`src/rtl/stream_downsizer.sv`:
```
// Valid/ready width converter: holds one wide word from an upstream FIFO and emits it
// as 1..Ratio narrow beats, least-significant slice first, with zero-bubble reload.
module stream_downsizer #(
  parameter int InWidth  = 64,
  parameter int OutWidth = 16,
  localparam int Ratio   = InWidth / OutWidth,
  localparam int CntW    = $clog2(Ratio)
) (
  input  logic                clk,
  input  logic                rstn,
  input  logic                in_vld_i,
  input  logic [InWidth-1:0]  in_payload_i,
  input  logic [CntW-1:0]     in_len_i,
  output logic                in_rdy_o,
  output logic                out_vld_o,
  output logic [OutWidth-1:0] out_payload_o,
  output logic                out_last_o,
  input  logic                out_rdy_i,
  input  logic                flush_i,
  output logic                busy_o
);

  typedef enum logic {
    IDLE = 1'b0,
    SEND = 1'b1
  } state_t;

  state_t                           state, state_next;
  logic [CntW-1:0]                  idx, idx_next;
  logic [CntW-1:0]                  len, len_next;
  logic [InWidth-1:0]               hold, hold_next;
  logic [Ratio-1:0][OutWidth-1:0]   slices;
  logic                             in_fire, out_fire;

  assign slices        = hold;
  assign out_vld_o     = (state == SEND);
  assign busy_o        = out_vld_o;
  assign out_last_o    = out_vld_o && (idx == len);
  assign out_payload_o = out_vld_o ? slices[idx] : '0;

  // Ready looks through to out_rdy_i so a new word loads in the cycle the last beat leaves.
  assign in_rdy_o = !flush_i && ((state == IDLE) || (out_last_o && out_rdy_i));
  assign in_fire  = in_vld_i && in_rdy_o;
  assign out_fire = out_vld_o && out_rdy_i;

  // NOTE: every next-state signal gets its hold value first so no path leaves it
  // unassigned; otherwise synthesis infers a latch.
  always_comb begin
    state_next = state;
    idx_next   = idx;
    len_next   = len;
    hold_next  = hold;
    if (flush_i) begin
      state_next = IDLE;
      idx_next   = '0;
    end else if (in_fire) begin
      state_next = SEND;
      idx_next   = '0;
      len_next   = in_len_i;
      hold_next  = in_payload_i;
    end else if (out_fire) begin
      if (out_last_o) begin
        state_next = IDLE;
        idx_next   = '0;
      end else begin
        idx_next = idx + 1'b1;
      end
    end
  end

  // NOTE: sequential state uses non-blocking assignments so all registers update
  // together from the values sampled at the edge.
  // NOTE: the hold register is reset too, so out_payload_o is defined from reset
  // onward without relying on the IDLE mux alone.
  always_ff @(posedge clk or negedge rstn) begin
    if (!rstn) begin
      state <= IDLE;
      idx   <= '0;
      len   <= '0;
      hold  <= '0;
    end else begin
      state <= state_next;
      idx   <= idx_next;
      len   <= len_next;
      hold  <= hold_next;
    end
  end

endmodule

```
`config.mk`:
```
export PLATFORM = sky130hd
export DESIGN_NAME = stream_downsizer
export DESIGN_NICKNAME = d
export VERILOG_FILES = /design/src/rtl/stream_downsizer.sv
export SDC_FILE = /design/constraint.sdc
export NUM_CORES = 1
export LEC_CHECK = 0
export ABC_AREA = 1
export CORE_MARGIN = 4
export CORE_UTILIZATION = 48
export CTS_CLUSTER_DIAMETER = 40
export CTS_CLUSTER_SIZE = 10
export DETAILED_ROUTE_END_ITERATION = 8
export DONT_BUFFER_PORTS = 1
export PLACE_DENSITY_LB_ADDON = 0.25
export SLEW_MARGIN = 20
export SYNTH_ARGS = -nofsm -noshare
export SYNTH_HDL_FRONTEND = slang
export SYNTH_SLANG_ARGS = --single-unit
```
`constraint.sdc`:
```
create_clock -name clk -period 2.3 [get_ports clk]
set_input_delay 0.23 -clock clk [delete_from_list [all_inputs] [get_ports clk]]
set_output_delay 0.23 -clock clk [all_outputs]
set_load 0.05 [all_outputs]
```
### Word-level counts from Yosys, hierarchy flattened

Index checks and enable logic that the tools add are counted.

| word-level totals | value |
|---|---|
| register bits after elaboration | 69 |
| input bits | 71 |
| output and inout port bits | 20 |
| logic and storage cells | 31 |

| operators by class | value |
|---|---|
| add/subtract/negate cells | 1 |
| $lt $le $gt $ge | 1 |
| equal/unequal tests | 1 |
| mux-type cells | 11 |
| bitwise operators | 2 |
| reduce and logical (&&, ||, !) cells | 11 |

Operator list:

| operator | number |
|---|---|
| 16-bit binary-select mux with 2-bit select | 1 |
| 16-bit two-way mux | 2 |
| 2-bit two-way mux | 4 |
| 3-bit nonzero test | 2 |
| 1-bit logical AND | 5 |
| 1-bit two-way mux | 4 |
| 2-bit AND reduction | 2 |
| 2-bit by 3-bit < comparator with 1-bit output, second input constant | 1 |
| 2-bit by 1-bit adder with 2-bit output, second input constant | 1 |
| 2-bit == test | 1 |
| 1-bit inverter | 2 |
| 1-bit logical NOT | 1 |
| 1-bit logical OR | 1 |

### Longest topological paths before layout

| logic depth | value |
|---|---|
| word-level depth | 8 |
| depth in mapped cells | 12 |
| mapped depth without buffers | 9 |

### Worst setup path before layout

No wires, ideal clock.

| timing path | value |
|---|---|
| path kind | register to output |
| start point | register state, in the netlist busy_o |
| end point | output out_payload_o[10] |
| arrival | 1.919 ns |
| required time | 2.070 ns |
| slack | 0.151 ns |
| cell stages (with the launch flop) | 4 |
| path buffers | 1 |
| path through | dfrtp_1 inv_1 clkbuf_1 a21oi_1 |

| between the ends | value |
|---|---|
| longest elaborated chain between the ends | 1 |

Ends and longest elaborated chain:

| item | RTL line | RTL |
|---|---|---|
| start, declared | 28 | `state_t state, state_next;` |
| start signal, assigned | 82 | `state <= state_next;` |
| 16-bit two-way mux | 39 | `assign out_payload_o = out_vld_o ? slices[idx] : '0;` |
| end, declared | 16 | `output logic [OutWidth-1:0] out_payload_o,` |

Every way passes these cells.

### Worst setup path in the final report

| timing path | value |
|---|---|
| start point | register idx[1] |
| end point | output out_payload_o[10] |

| between the ends | value |
|---|---|
| longest elaborated chain between the ends | 3 |

Ends and longest elaborated chain:

| item | RTL line | RTL |
|---|---|---|
| start, declared | 29 | `logic [CntW-1:0] idx, idx_next;` |
| start signal, assigned | 83 | `idx <= idx_next;` |
| 16-bit binary-select mux with 2-bit select | 39 |  |
| 16-bit two-way mux (implied by the code) | 39 |  |
| 16-bit two-way mux | 39 |  |

Every way passes these cells. The select of a mux whose other input is x is not followed.

==> impl_metrics.sql <==
INSERT INTO impl_metrics (metric_group, metric, value, unit) VALUES
('run_status', 'result_of_the_run', 'finished clean', ''),
('yosys', 'asyncSetResetFlopFracSynth', '100', '%'),
('timing', 'final_setup_fails', '0', ''),
('timing', 'clock_skew', '0.00643', 'ns'),
('power_and_ir_drop', 'switching_share', '31.8', '%'),
('setup_path', 'ff2ff_path_depth', '8', ''),
('timing', 'timing.final.ws_setup', '0.208', 'ns'),
('global_routing', 'grt_util_all_layers', '21.8', '%'),
('power_and_ir_drop', 'power.density_cell_area', '837', 'nW/um2'),
('timing', 'finalSetupTns', '0', 'ns'),
('drt', 'drt.antenna.violating_nets', '0', ''),
('drt', 'wire_per_inst', '16.2', 'um'),
('yosys', 'postSynthAreaPerCell', '7.67', 'um2'),
('place', 'dpl.hpwl', '5960', 'um'),
('finish', 'layout_overhead_on_the_synthesized_area', '11.4', '%'),
('timing', 'max_freq', '478', 'MHz'),
('finish', 'layout_cell_share_with_drive_strength_beyond_1', '10.9', '%'),
('cts', 'cts.path.max_buffers', '2', ''),
('finish', 'diodes', '0', ''),
('setup_path', 'worst_setup_startpoint', 'idx[1]$_DFFE_PN0P_', ''),
('timing', 'hold_viol_final', '0', ''),
('timing', 'tightest_slew', '0.522', 'ns'),
('power_and_ir_drop', 'p_seq_share', '48.6', '%'),
('timing', 'final_max_slew_viol_count', '0', ''),
('power_and_ir_drop', 'switching_power', '0.000999', 'W'),
('global_routing', 'grt-ovfl-total', '0', ''),
('setup_path', 'critPathMostFrequentCell', 'buf_4', ''),
('drt', 'initialDrtViolationCount', '255', ''),
('yosys', 'ys.flop_type', 'dfrtp_1', ''),
('setup_path', 'critical_path_buf_inv_count', '4', ''),
('floorplan', 'chipWidth', '91.8', 'um'),
('power_and_ir_drop', 'pwr-share-clk', '32.0', '%'),
('min_path', 'min_path_type', 'in -> reg', ''),
('drt', 'viasPerCell', '5.35', ''),
('setup_path', 'critical_path.startpoint_type', 'register', ''),
('setup_path', 'crit_chain', 'buf_4 -> clkinvlp_4 -> buf_4 -> nor2_1 -> o21ai_0 -> a21oi_1 -> buf_4', ''),
('yosys', 'synth-edff-count', '0', ''),
('setup_path', 'critical_path_required', '2.07', 'ns'),
('yosys', 'postSynthRegisterBits', '69', ''),
('timing', 'worst_slew_margin_rel', '65.1', '%'),
('setup_path', 'cp.arrival', '1.86', 'ns'),
('yosys', 'synth_top_area_share', '51.3', '%'),
('setup_path', 'critical_path.endpoint_type', 'output pin', ''),
('power_and_ir_drop', 'max-vdd-ir-drop', '0.351', 'mV'),
('yosys', 'ys_types', '19', ''),
('setup_path', 'critPathMaxStageDelay', '0.37', 'ns'),
('yosys', 'synth_warnings', '0', ''),
('cts', 'cts-root-buf', 'clkbuf_8', ''),
('power_and_ir_drop', 'comb_power_share', '19.4', '%'),
('floorplan', 'die_h', '91.8', 'um'),
('cts', 'cts_buffers', '9', ''),
('global_routing', 'grt_max_degree', '70', ''),
('power_and_ir_drop', 'cell_internal_pwr', '0.00214', 'W'),
('global_routing', 'first_global_vias', '2898', ''),
('yosys', 'post_synth_instance_area', '3370', 'um2'),
('yosys', 'synthMostInstantiatedCell', 'nand2_1', ''),
('power_and_ir_drop', 'cellLeakagePower', '1.90', 'nW'),
('floorplan', 'die_footprint', '8420', 'um2'),
('timing', 'post-route-period-util', '91.0', '%'),
('timing', 'grt_setup_unrepaired', 'no', ''),
('setup_path', 'worst-setup-path-type', 'reg -> out', ''),
('timing', 'min_period', '2.09', 'ns'),
('floorplan', 'starting_utilization_of_the_core_area', '49.6', '%'),
('place', 'dp_slack', '0.493', 'ns'),
('floorplan', 'site_row_count', '30', ''),
('yosys', 'synth_cell_count_leaders', 'nand2_1, nand3_1, dfrtp_1', ''),
('finish', 'layout.nets', '517', ''),
('drt', 'drcViolationCount', '0', ''),
('cts', 'clock_insertion_delay_worst_skew', '0.34', 'ns'),
('run', 'max_cap_violations', '0', ''),
('floorplan', 'design.core.area', '6790', 'um2');
## cell families after synthesis
group           share of synthesized area, %
xor+xnor                               0.520
simple gates                            34.0
buf+inv                                 6.54
compound gates                          7.69
flops                                   51.3
## sequential cells by signal, summed over array words and instances, names as in the netlist
name	count
hold	64
busy_o	1
len	2
idx	2
## worst paths after layout
path | endpoint | slack, ns
hold / removal | hold[0]$_DFFE_PN0P_ | 0.02
max in group asynchronous | hold[37]$_DFFE_PN0P_ | 1.58
min in group asynchronous | len[1]$_DFFE_PN0P_ | 0.43
hold reg to reg | hold[48]$_DFFE_PN0P_ | 0.48
setup reg to reg | hold[30]$_DFFE_PN0P_ | 0.47
setup / recovery | out_payload_o[10] | 0.21
## cell type report
cell class	instances	area [um2]	share of cell area, %
Clock inverter	5	58.8	1.57
Sequential cell	69	1730	46.0
Clock buffer	11	141	3.77
Inverter	5	22.5	0.600
Timing Repair Buffer	30	250	6.67
Multi-Input combinational cell	331	1430	38.2
Tap cell	96	120	3.20
## power groups by stage
stage | sequential [W] | combinational [W] | clock (W)
4_1_cts | 0.00153 | 0.000614 | 0.00102
2_1_floorplan | 0.00151 | 0.000476 | 0
3_5_place_dp | 0.00155 | 0.000578 | 0
6_report | 0.00153 | 0.000608 | 0.00101
5_1_grt | 0.00154 | 0.000693 | 0.00108
3_3_place_gp | 0.00155 | 0.000570 | 0
## cell usage in the layout (no fill, tap or decap), drive strengths merged
cell type / synthesis / final
nand3: 72 / 72
bufinv: 0 / 1
o21ai: 32 / 32
clkinvlp: 0 / 3
dlygate4sd3: 0 / 2
buf: 17 / 28
clkbuf: 17 / 11
xnor2: 1 / 1
nand2: 138 / 138
inv: 5 / 5
clkinv: 0 / 1
nor2: 67 / 67
dfrtp: 69 / 69
xor2: 1 / 1
and2: 1 / 1
a21oi: 19 / 19
## per-stage QoR
| step | power [W] | std cells | cell area (um2) | hold slack (ns) | util, % |
|---|---|---|---|---|---|
| final | 0.00314 | 547 | 3750 | 0.0177 | 55.2 |
| after global routing | 0.00331 | 547 | 3750 | 0.00269 | 55.2 |
| after CTS | 0.00316 | 545 | 3730 | 0.0157 | 55.0 |
| after detailed placement | 0.00212 | 526 | 3490 | -0.0628 | 51.3 |
| after global placement | 0.00212 | 526 | 3490 | -0.0625 | 51.3 |
| after floorplan | 0.00198 | 439 | 3370 | -0.0656 | - |
## timing repair
| action | 4_1_cts | 5_1_grt |
|---|---|---|
| buffers inserted | 0 | 2 |
| hold buffers | 3 | 0 |
| setup endpoints to repair | 0 | 2 |
| endpoints found under the hold margin | 70 | 0 |
| resized for setup | 0 | 1 |
## worst reg2reg max path: cells and delay by family (launching register included)
family | cells | cell delay (ns)
AOI/OAI and AO/OA | 1 | 0.14
DFF | 1 | 0.39
and+or+nand+nor | 5 | 0.57
buffers and inverters | 2 | 0.65
## routing by layer
metal,track usage (%),vias to the layer above,part of all wire [%]
li1,-,1427,-
met1,30.8,1383,44
met2,31.8,100,47
met3,6.07,16,6.7
met4,8.42,0,2.2
met5,0,-,0
No activity file was read; power rests on OpenSTA's default activity.
